==> config.mk <==
export PLATFORM = sky130hd
export DESIGN_NAME = sprite_draw_engine_flat
export DESIGN_NICKNAME = d
export VERILOG_FILES = /design/src/rtl/sprite_pkg.sv /design/src/rtl/sprite_draw_engine_if.sv /design/src/rtl/sprite_fb_addr.sv /design/src/rtl/sprite_draw_engine.sv /design/src/flat_wrapper.sv
export SDC_FILE = /design/constraint.sdc
export NUM_CORES = 1
export LEC_CHECK = 0
export ABC_AREA = 1
export CAP_MARGIN = 20
export CORE_UTILIZATION = 42
export CTS_BUF_LIST = sky130_fd_sc_hd__clkbuf_8
export CTS_CLUSTER_DIAMETER = 30
export DETAILED_ROUTE_END_ITERATION = 16
export PLACE_DENSITY = 0.76
export SYNTH_ARGS = -nofsm -noshare
export SYNTH_HDL_FRONTEND = slang
export SYNTH_SLANG_ARGS = --single-unit
export TNS_END_PERCENT = 20
==> constraint.sdc <==
create_clock -name clk -period 2.4 [get_ports clk]
set_clock_uncertainty 0.05 [all_clocks]
set_input_delay 0.36 -clock clk [delete_from_list [all_inputs] [get_ports clk]]
set_output_delay 0.36 -clock clk [all_outputs]
set_load 0.02 [all_outputs]
==> src/rtl/sprite_pkg.sv <==
// Shared constants and types for the sprite draw path.
// Used by the draw engine and the frame-buffer address helper.
package sprite_pkg;
  localparam int SPRITE_W = 16;
  localparam int SPRITE_H = 16;
  localparam int SCREEN_W = 640;
  localparam int SCREEN_H = 480;
  localparam int PIX_W    = 24;
  localparam int FBA_W    = 19;
  localparam int COL_W    = $clog2(SPRITE_W);
  localparam int ROW_W    = $clog2(SPRITE_H);

  localparam logic [PIX_W-1:0] TRANSPARENT = 24'hFF00FF;

  typedef logic [PIX_W-1:0] pix_t;
  typedef logic [FBA_W-1:0] fba_t;

  typedef enum logic [1:0] {
    IDLE,
    FETCH,
    CAPTURE,
    WRITE
  } state_t;
endpackage

==> src/rtl/sprite_draw_engine_if.sv <==
// Draw request, image ROM and frame-buffer signals.
// The engine takes the slave side; the environment the master side.
import sprite_pkg::*;

interface sprite_draw_engine_if;
  logic        draw_sprite_start;
  logic [9:0]  draw_sprite_x;
  logic [8:0]  draw_sprite_y;
  logic [7:0]  draw_sprite_image;
  logic        draw_sprite_rdy;
  logic        rom_re;
  logic [15:0] rom_addr;
  pix_t        rom_data;
  logic        fb_we;
  fba_t        fb_addr;
  pix_t        fb_data;
  logic        fb_stall;

  modport slave (
    input  draw_sprite_start,
    input  draw_sprite_x,
    input  draw_sprite_y,
    input  draw_sprite_image,
    output draw_sprite_rdy,
    output rom_re,
    output rom_addr,
    input  rom_data,
    output fb_we,
    output fb_addr,
    output fb_data,
    input  fb_stall
  );

  modport master (
    output draw_sprite_start,
    output draw_sprite_x,
    output draw_sprite_y,
    output draw_sprite_image,
    input  draw_sprite_rdy,
    input  rom_re,
    input  rom_addr,
    output rom_data,
    input  fb_we,
    input  fb_addr,
    input  fb_data,
    output fb_stall
  );
endinterface

==> src/rtl/sprite_fb_addr.sv <==
// Screen (x,y) to linear frame-buffer address plus on-screen flag.
// y*640 is built from shifts so no multiplier is needed.
import sprite_pkg::*;

module sprite_fb_addr (
  input  logic [10:0] sx_i,
  input  logic [9:0]  sy_i,
  output fba_t        addr_o,
  output logic        on_o
);
  fba_t sx_w;
  fba_t sy_w;

  assign sx_w   = FBA_W'(sx_i);
  assign sy_w   = FBA_W'(sy_i);
  assign addr_o = (sy_w << 9) + (sy_w << 7) + sx_w;
  assign on_o   = (sx_i < 11'(SCREEN_W)) &&
                  (sy_i < 10'(SCREEN_H));
endmodule

==> src/rtl/sprite_draw_engine.sv <==
// Sprite blitter: walks the image ROM and writes opaque,
// on-screen pixels to the frame buffer, 3 cycles per pixel.
import sprite_pkg::*;

module sprite_draw_engine (
  input logic                  clk,
  input logic                  rst_n,
  sprite_draw_engine_if.slave  sp_if
);
  localparam logic [COL_W-1:0] COL_MAX = COL_W'(SPRITE_W - 1);
  localparam logic [ROW_W-1:0] ROW_MAX = ROW_W'(SPRITE_H - 1);

  state_t           state_q;
  state_t           state_d;
  logic [9:0]       x_q;
  logic [8:0]       y_q;
  logic [7:0]       img_q;
  logic [ROW_W-1:0] row_q;
  logic [COL_W-1:0] col_q;
  pix_t             pix_q;
  logic [10:0]      sx_q;
  logic [9:0]       sy_q;

  fba_t             fba_w;
  logic             on_w;
  logic             we_w;
  logic             hold_w;
  logic             last_w;

  sprite_fb_addr u_fba (
    .sx_i   (sx_q),
    .sy_i   (sy_q),
    .addr_o (fba_w),
    .on_o   (on_w)
  );

  assign we_w   = (state_q == WRITE) &&
                  (pix_q != TRANSPARENT) && on_w;
  assign hold_w = we_w && sp_if.fb_stall;
  assign last_w = (row_q == ROW_MAX) && (col_q == COL_MAX);

  // State register
  always_ff @(posedge clk) begin
    if (!rst_n) state_q <= IDLE;
    else        state_q <= state_d;
  end

  // Next-state logic
  always_comb begin
    state_d = state_q;
    unique case (state_q)
      IDLE:    if (sp_if.draw_sprite_start) state_d = FETCH;
      FETCH:   state_d = CAPTURE;
      CAPTURE: state_d = WRITE;
      WRITE: begin
        if (!hold_w) state_d = last_w ? IDLE : FETCH;
      end
      default: state_d = IDLE;
    endcase
  end

  // Outputs decoded from state and datapath registers
  always_comb begin
    sp_if.draw_sprite_rdy = (state_q == IDLE);
    sp_if.rom_re          = (state_q == FETCH);
    sp_if.rom_addr        = 16'({img_q, row_q, col_q});
    sp_if.fb_we           = we_w;
    sp_if.fb_addr         = fba_w;
    sp_if.fb_data         = pix_q;
  end

  // Request latches, pixel walk and captured pixel/coordinates
  always_ff @(posedge clk) begin
    if (!rst_n) begin
      x_q   <= '0;
      y_q   <= '0;
      img_q <= '0;
      row_q <= '0;
      col_q <= '0;
      pix_q <= '0;
      sx_q  <= '0;
      sy_q  <= '0;
    end else begin
      unique case (state_q)
        IDLE: begin
          if (sp_if.draw_sprite_start) begin
            x_q   <= sp_if.draw_sprite_x;
            y_q   <= sp_if.draw_sprite_y;
            img_q <= sp_if.draw_sprite_image;
            row_q <= '0;
            col_q <= '0;
          end
        end
        CAPTURE: begin
          pix_q <= sp_if.rom_data;
          sx_q  <= {1'b0, x_q} + 11'(col_q);
          sy_q  <= {1'b0, y_q} + 10'(row_q);
        end
        WRITE: begin
          if (!hold_w) begin
            col_q <= col_q + 1'b1;
            if (col_q == COL_MAX) row_q <= row_q + 1'b1;
          end
        end
        default: ;
      endcase
    end
  end
endmodule
==> src/flat_wrapper.sv <==
// flat-port wrapper written by rule: the top's interface ports become plain ports
module sprite_draw_engine_flat 
  (clk, rst_n, sp_if_draw_sprite_start, sp_if_draw_sprite_x, sp_if_draw_sprite_y, sp_if_draw_sprite_image, sp_if_draw_sprite_rdy, sp_if_rom_re, sp_if_rom_addr, sp_if_rom_data, sp_if_fb_we, sp_if_fb_addr, sp_if_fb_data, sp_if_fb_stall);
  sprite_draw_engine_if sp_if_i ();
  input logic clk;
  input logic rst_n;
  input wire logic [$bits(sp_if_i.draw_sprite_start)-1:0] sp_if_draw_sprite_start;
  input wire logic [$bits(sp_if_i.draw_sprite_x)-1:0] sp_if_draw_sprite_x;
  input wire logic [$bits(sp_if_i.draw_sprite_y)-1:0] sp_if_draw_sprite_y;
  input wire logic [$bits(sp_if_i.draw_sprite_image)-1:0] sp_if_draw_sprite_image;
  output wire logic [$bits(sp_if_i.draw_sprite_rdy)-1:0] sp_if_draw_sprite_rdy;
  output wire logic [$bits(sp_if_i.rom_re)-1:0] sp_if_rom_re;
  output wire logic [$bits(sp_if_i.rom_addr)-1:0] sp_if_rom_addr;
  input wire logic [$bits(sp_if_i.rom_data)-1:0] sp_if_rom_data;
  output wire logic [$bits(sp_if_i.fb_we)-1:0] sp_if_fb_we;
  output wire logic [$bits(sp_if_i.fb_addr)-1:0] sp_if_fb_addr;
  output wire logic [$bits(sp_if_i.fb_data)-1:0] sp_if_fb_data;
  input wire logic [$bits(sp_if_i.fb_stall)-1:0] sp_if_fb_stall;
  assign sp_if_i.draw_sprite_start = sp_if_draw_sprite_start;
  assign sp_if_i.draw_sprite_x = sp_if_draw_sprite_x;
  assign sp_if_i.draw_sprite_y = sp_if_draw_sprite_y;
  assign sp_if_i.draw_sprite_image = sp_if_draw_sprite_image;
  assign sp_if_draw_sprite_rdy = sp_if_i.draw_sprite_rdy;
  assign sp_if_rom_re = sp_if_i.rom_re;
  assign sp_if_rom_addr = sp_if_i.rom_addr;
  assign sp_if_i.rom_data = sp_if_rom_data;
  assign sp_if_fb_we = sp_if_i.fb_we;
  assign sp_if_fb_addr = sp_if_i.fb_addr;
  assign sp_if_fb_data = sp_if_i.fb_data;
  assign sp_if_i.fb_stall = sp_if_fb_stall;
  sprite_draw_engine u_core (.clk(clk), .rst_n(rst_n), .sp_if(sp_if_i));
endmodule
======== Word level (Yosys, flattened, before mapping) ========
Cells that the tools add are included.
storage, ports and cells
  flip-flop bits (word level) ............. 82
  word-level logic and storage cells ...... 47
  bits of input ports ..................... 55
cells by class
  magnitude comparators ................... 2
  reductions and logical operators ........ 11
  eq/ne operators ......................... 9
  muxes and demuxes ....................... 10
  $add $sub $neg .......................... 6
operators by type and width
  cell                  number
  $ne 24x24->1 const B  1
  $add 19x11->19        1
  $add 19x17->19        1
  $mux 4                4
  $pmux 4 s2            2
  $add 10x4->11         1
  $lt 11x10->1 const B  1
  $add 9x4->10          1
  $lt 10x9->1 const B   1
  $add 4x1->4 const B   2
  $eq 4x4->1 const B    2
  $pmux 2 s4            1
  $ne 2x2->1 const B    3
  $logic_and 1x1->1     5
  $eq 2x2->1 const B    2
  $mux 2                2
  $reduce_and 2->1      2
  $reduce_and 4->1      1
  $reduce_and 3->1      1
  $eq 2x1->1 const B    1
  $logic_not 2->1       1
  $reduce_bool 2->1     1
  $mux 1                1

======== Longest topological paths before layout ========
  word-level depth ........................ 6
  gate-level depth with buffers ........... 11

======== Cells and area by module ========
From an unflattened synthesis, not the netlist that was laid out.
unflattened totals
  cells, all modules ...................... 635
  area, all modules ....................... 4,493.1 um2
by module, submodules not included
  module              area each (um2)  cells an instance  times used
  sprite_draw_engine  3,717.3          509                1
  sprite_fb_addr      775.7            126                1

======== Worst setup path after synthesis ========
OpenSTA, ideal clock, no wires.
  path type ............................... register to output
  start ................................... register u_core.sy_q[0]
  end ..................................... output sp_if_fb_addr[16]
  required time ........................... 1.990 ns
  slack ................................... -0.098 ns
  cell stages (with the launch flop) ...... 8
  arrival time ............................ 2.088 ns
  cell sequence ........................... dfxtp_1 inv_1 fa_1 fa_1 inv_1 a21oi_1 o21ai_0 xor2_1
on the way
  cells in the longest elaborated chain, start to end .. 2
ends and longest elaborated chain
  element                   line                      text
  start: declaration        sprite_draw_engine.sv:22  logic [9:0] sy_q;
  start signal: assignment  sprite_draw_engine.sv:97  sy_q <= {1'b0, y_q} + 10'(row_q);
  $add 19x17->19            sprite_fb_addr.sv:16      assign addr_o = (sy_w << 9) + (sy_w << 7) + sx_w;
  $add 19x11->19            sprite_fb_addr.sv:16
  end: declaration          flat_wrapper.sv:16        output wire logic [$bits(sp_if_i.fb_addr)-1:0] sp_if_fb_addr;
No other way between the ends.

======== Final worst setup path ========
  start ................................... register u_core.sy_q[2]
  end ..................................... output sp_if_fb_addr[15]
Same word-level chain as after synthesis.

==> results by group <==
Critical path
  – R2R Path Start: u_core.col_q[0]
  – Crit path from: u_core.sy_q[2]
  – Startpoint Class: register
  – CP Max Fanout: 2
  – Endpoint type of the worst setup path: primary output
  – Worst reg-to-reg path cell count: 11
  – Crit path DAT: approximately 2.4 ns
  – CP Data Required Time: between 1.5 and 2 ns
  – Critical path class: reg -> out

Power
  – Pwr dens: roughly 1100 mW/mm^2
  – Peak supply drop: 0.0006945 V
  – Total Power: ~7 mW
  – Leakage power: about 2.8 nW

Worst hold path
  – Tightest Hold Check Type: reg -> reg
  – Hold Path Stages: 2
  – HP Start: u_core.img_q[4]

Synth
  – Ys flop type: dfxtp_1
  – Post-synth top area share: about 38%
  – Cell variety after synth: 29
  – Top cells by count, synth: 123 x nor2_1, 82 x dfxtp_1, 77 x o21ai_0, 69 x nand2_1, 61 x inv_1
  – Post-synth EDFFs: 0
  – Cell Area, Synth: 0.004332 mm^2
  – #FFs+latches synth: 82
  – Syn nets: between 600 and 700
  – Mapped Cells: roughly 590
  – Synth warn: 0
  – Largest cells by area after synthesis: dfxtp_1 38%, nor2_1 11%, ha_1 9.2%, o21ai_0 8.9%, nand2_1 6.0%
  – Most numerous cell in the Yosys netlist: nor2_1
  – Avg Synthesized Cell Area: between 7 and 8 um^2
  – Register area share after synthesis: between 30 and 40%
  – Async SR Flop Fraction: 0%
  – Post-synth top area cell: dfxtp_1

Routing
  – DR vias: between 4,000 and 5,000
  – Final Routed Wirelength: 11.55 mm
  – Antenna-violating nets left: 0
  – Avg WL per Cell: 13.23 um
  – Via density: ~5.0
  – Drt drc: 0
  – TritonRoute pass-1 iters: 4
  – DR iter-0 viols: ~170

Global route
  – Total grt overflow: 0
  – Vias in the first global route: 4,158
  – Total GRT Usage: 21.70%
  – Largest net degree at the start of global routing: 64
  – First-pass GRT wire length: around 19 mm
  – Initial antenna violation count: 0

STA
  – Worst-Margin Slew: 0.5948 ns
  – Final Hold Vio Count: 0
  – Period utilization: 116.4%
  – Fin. max-slew vios: 0
  – Post-layout min period: between 2 and 3 ns
  – Slew Limit Headroom: between 60% and 70%
  – Setup repair after global routing missed its margin: true
  – # setup viols final: 10
  – Hold WS: between 0.4 and 0.5 ns
  – FMAX: about 0.36 GHz
  – Setup WS post-layout: -0.3940 ns
  – Post-route setup TNS: -2.807 ns

Placement
  – RD Place Congestion: roughly 0.83
  – Inst Count DP: 854
  – Post-DP HPWL: about 8.5 mm
  – IO Port Bufs: between 100 and 150

Outcome
  – Run status: finished, violations left
  – Failing checks: negative setup slack

Die
  – Core ar.: slightly below 0.01 mm^2
  – Die area: about 0.011 mm^2
  – Die Ht: around 100 um
  – Boundary Pins: ~120
  – # rows: 36
  – Chip width: 103.6 um
  – Initial cell density of the core: 43.91%

Clock network
  – CTS tree: yes
  – CTS Sinks: 82
  – Htree depth: 3
  – Max Root-Sink Buffers: 2
  – Clock transition at path regs: roughly 0.080 ns
  – CTS Buf Count: 9
  – CTS root buf: clkbuf_8
  – Skew-Pair Late Insertion Delay: 0.36 ns

Finish
  – Filler cells: around 850
  – Cell Count, Final, Fillers Out: around 870
  – Seq. cell area: approximately 0.0016 mm^2
  – Proportion of layout cells with a drive suffix above 1: around 15%
  – Synthesis-to-layout area growth: 42.43%
  – N_diodes: 0
  – Multi-input combinational cell area: between 0.002 and 0.0025 mm^2
  – Post-layout net count: 828

Job
  – Max Cap Viol: 0
-- final timing paths --
| check | end | slack [ns] |
|---|---|---|
| worst max-delay path | sp_if_fb_addr[15] | -0.39 |
| worst min-delay path | u_core.img_q[4] | 0.44 |
| worst max register to register | u_core.sx_q[10] | 0.23 |
| worst min register to register | u_core.img_q[4] | 0.44 |
-- through the flow --
step | instance area, um^2 | utilization (%) | worst slack (ns)
2_1_floorplan | 4347 | - | -0.01358
3_3_place_gp | 5828 | 59.08 | -0.5839
3_5_place_dp | 5828 | 59.08 | -0.6913
4_1_cts | 6137 | 62.21 | -0.4298
5_1_grt | 6170 | 62.54 | -0.4911
6_report | 6170 | 62.54 | -0.3940
-- final cells by class --
| type | count | area share, % |
|---|---|---|
| multi-input combinational | 419 | 39.59 |
| inverter | 63 | 3.833 |
| clock buffer | 9 | 2.008 |
| sequential | 82 | 26.71 |
| tap | 133 | 2.697 |
| timing repair buffer | 161 | 23.81 |
| clock inverter | 6 | 1.359 |
-- placed cells by master (no fill, tap or decap), types with 2 or more instances in the layout --
cell,instances
fa_1,2
dfxtp_1,77
o21ai_0,71
nand3_1,23
xor2_1,13
ha_1,27
dlygate4sd2_1,2
clkdlybuf4s50_1,103
a21oi_2,6
o21ai_2,3
o21ai_1,3
nand4_1,11
dfxtp_2,5
ha_4,4
buf_4,54
a21oi_1,40
bufinv_16,2
nor2_2,3
xnor2_1,4
inv_1,57
clkbuf_8,9
xnor2_2,2
fa_2,3
clkinvlp_4,2
o211ai_1,4
nand2_2,2
nand2_1,67
nor2_1,120
inv_2,6
-- registers in the layout, indices dropped and copies added (netlist names) --
name,count
u_core.state_q,2
u_core.row_q,4
u_core.img_q,8
u_core.col_q,4
u_core.sx_q,11
u_core.x_q,10
u_core.y_q,9
u_core.sy_q,10
u_core.sp_if.fb_data,24
-- per-layer routing --
layer  GRT usage [%]  vias to the layer above  share of wire (%)
met4           8.282                        0                1.4
met1           23.66                     1989                 40
met5               0                        -                  0
li1                -                     2206                  -
met3           6.860                       16                8.6
met2           39.02                      147                 50
-- logic make-up (layout without fill, tap and decap cells) --
| logic type | Yosys count | count (layout) | synth area share [%] |
|---|---|---|---|
| AO/OA/AOI/OAI | 130 | 130 | 15.57 |
| adder cells (fa/ha/maj) | 37 | 37 | 11.55 |
| flip-flops | 82 | 82 | 37.90 |
| buffers and inverters | 93 | 239 | 8.896 |
| AND/OR/NAND/NOR | 232 | 232 | 22.04 |
| XOR/XNOR | 20 | 20 | 4.044 |
-- worst max-delay path, cell delays in order (launching register included) --
cell	delay, ns
dfxtp_2	0.35
inv_2	0.05
fa_2	0.60
inv_2	0.05
ha_4	0.27
nand2_2	0.08
nor2_4	0.10
a21oi_2	0.06
nor2_1	0.12
nor2_2	0.06
xnor2_2	0.12
buf_4	0.15
-- power by group --
group          switching, mW  internal, mW
Sequential             0.336          1.81
Combinational           2.07          1.72
Clock                  0.507         0.575
-- what timing repair did --
item,CTS,global route
pin swaps,12,7
resized for setup,85,6
setup buffers,3,1
hold buffers,0,0
endpoints found under the setup margin,12,10
No activity file was read; power rests on OpenSTA's default activity.
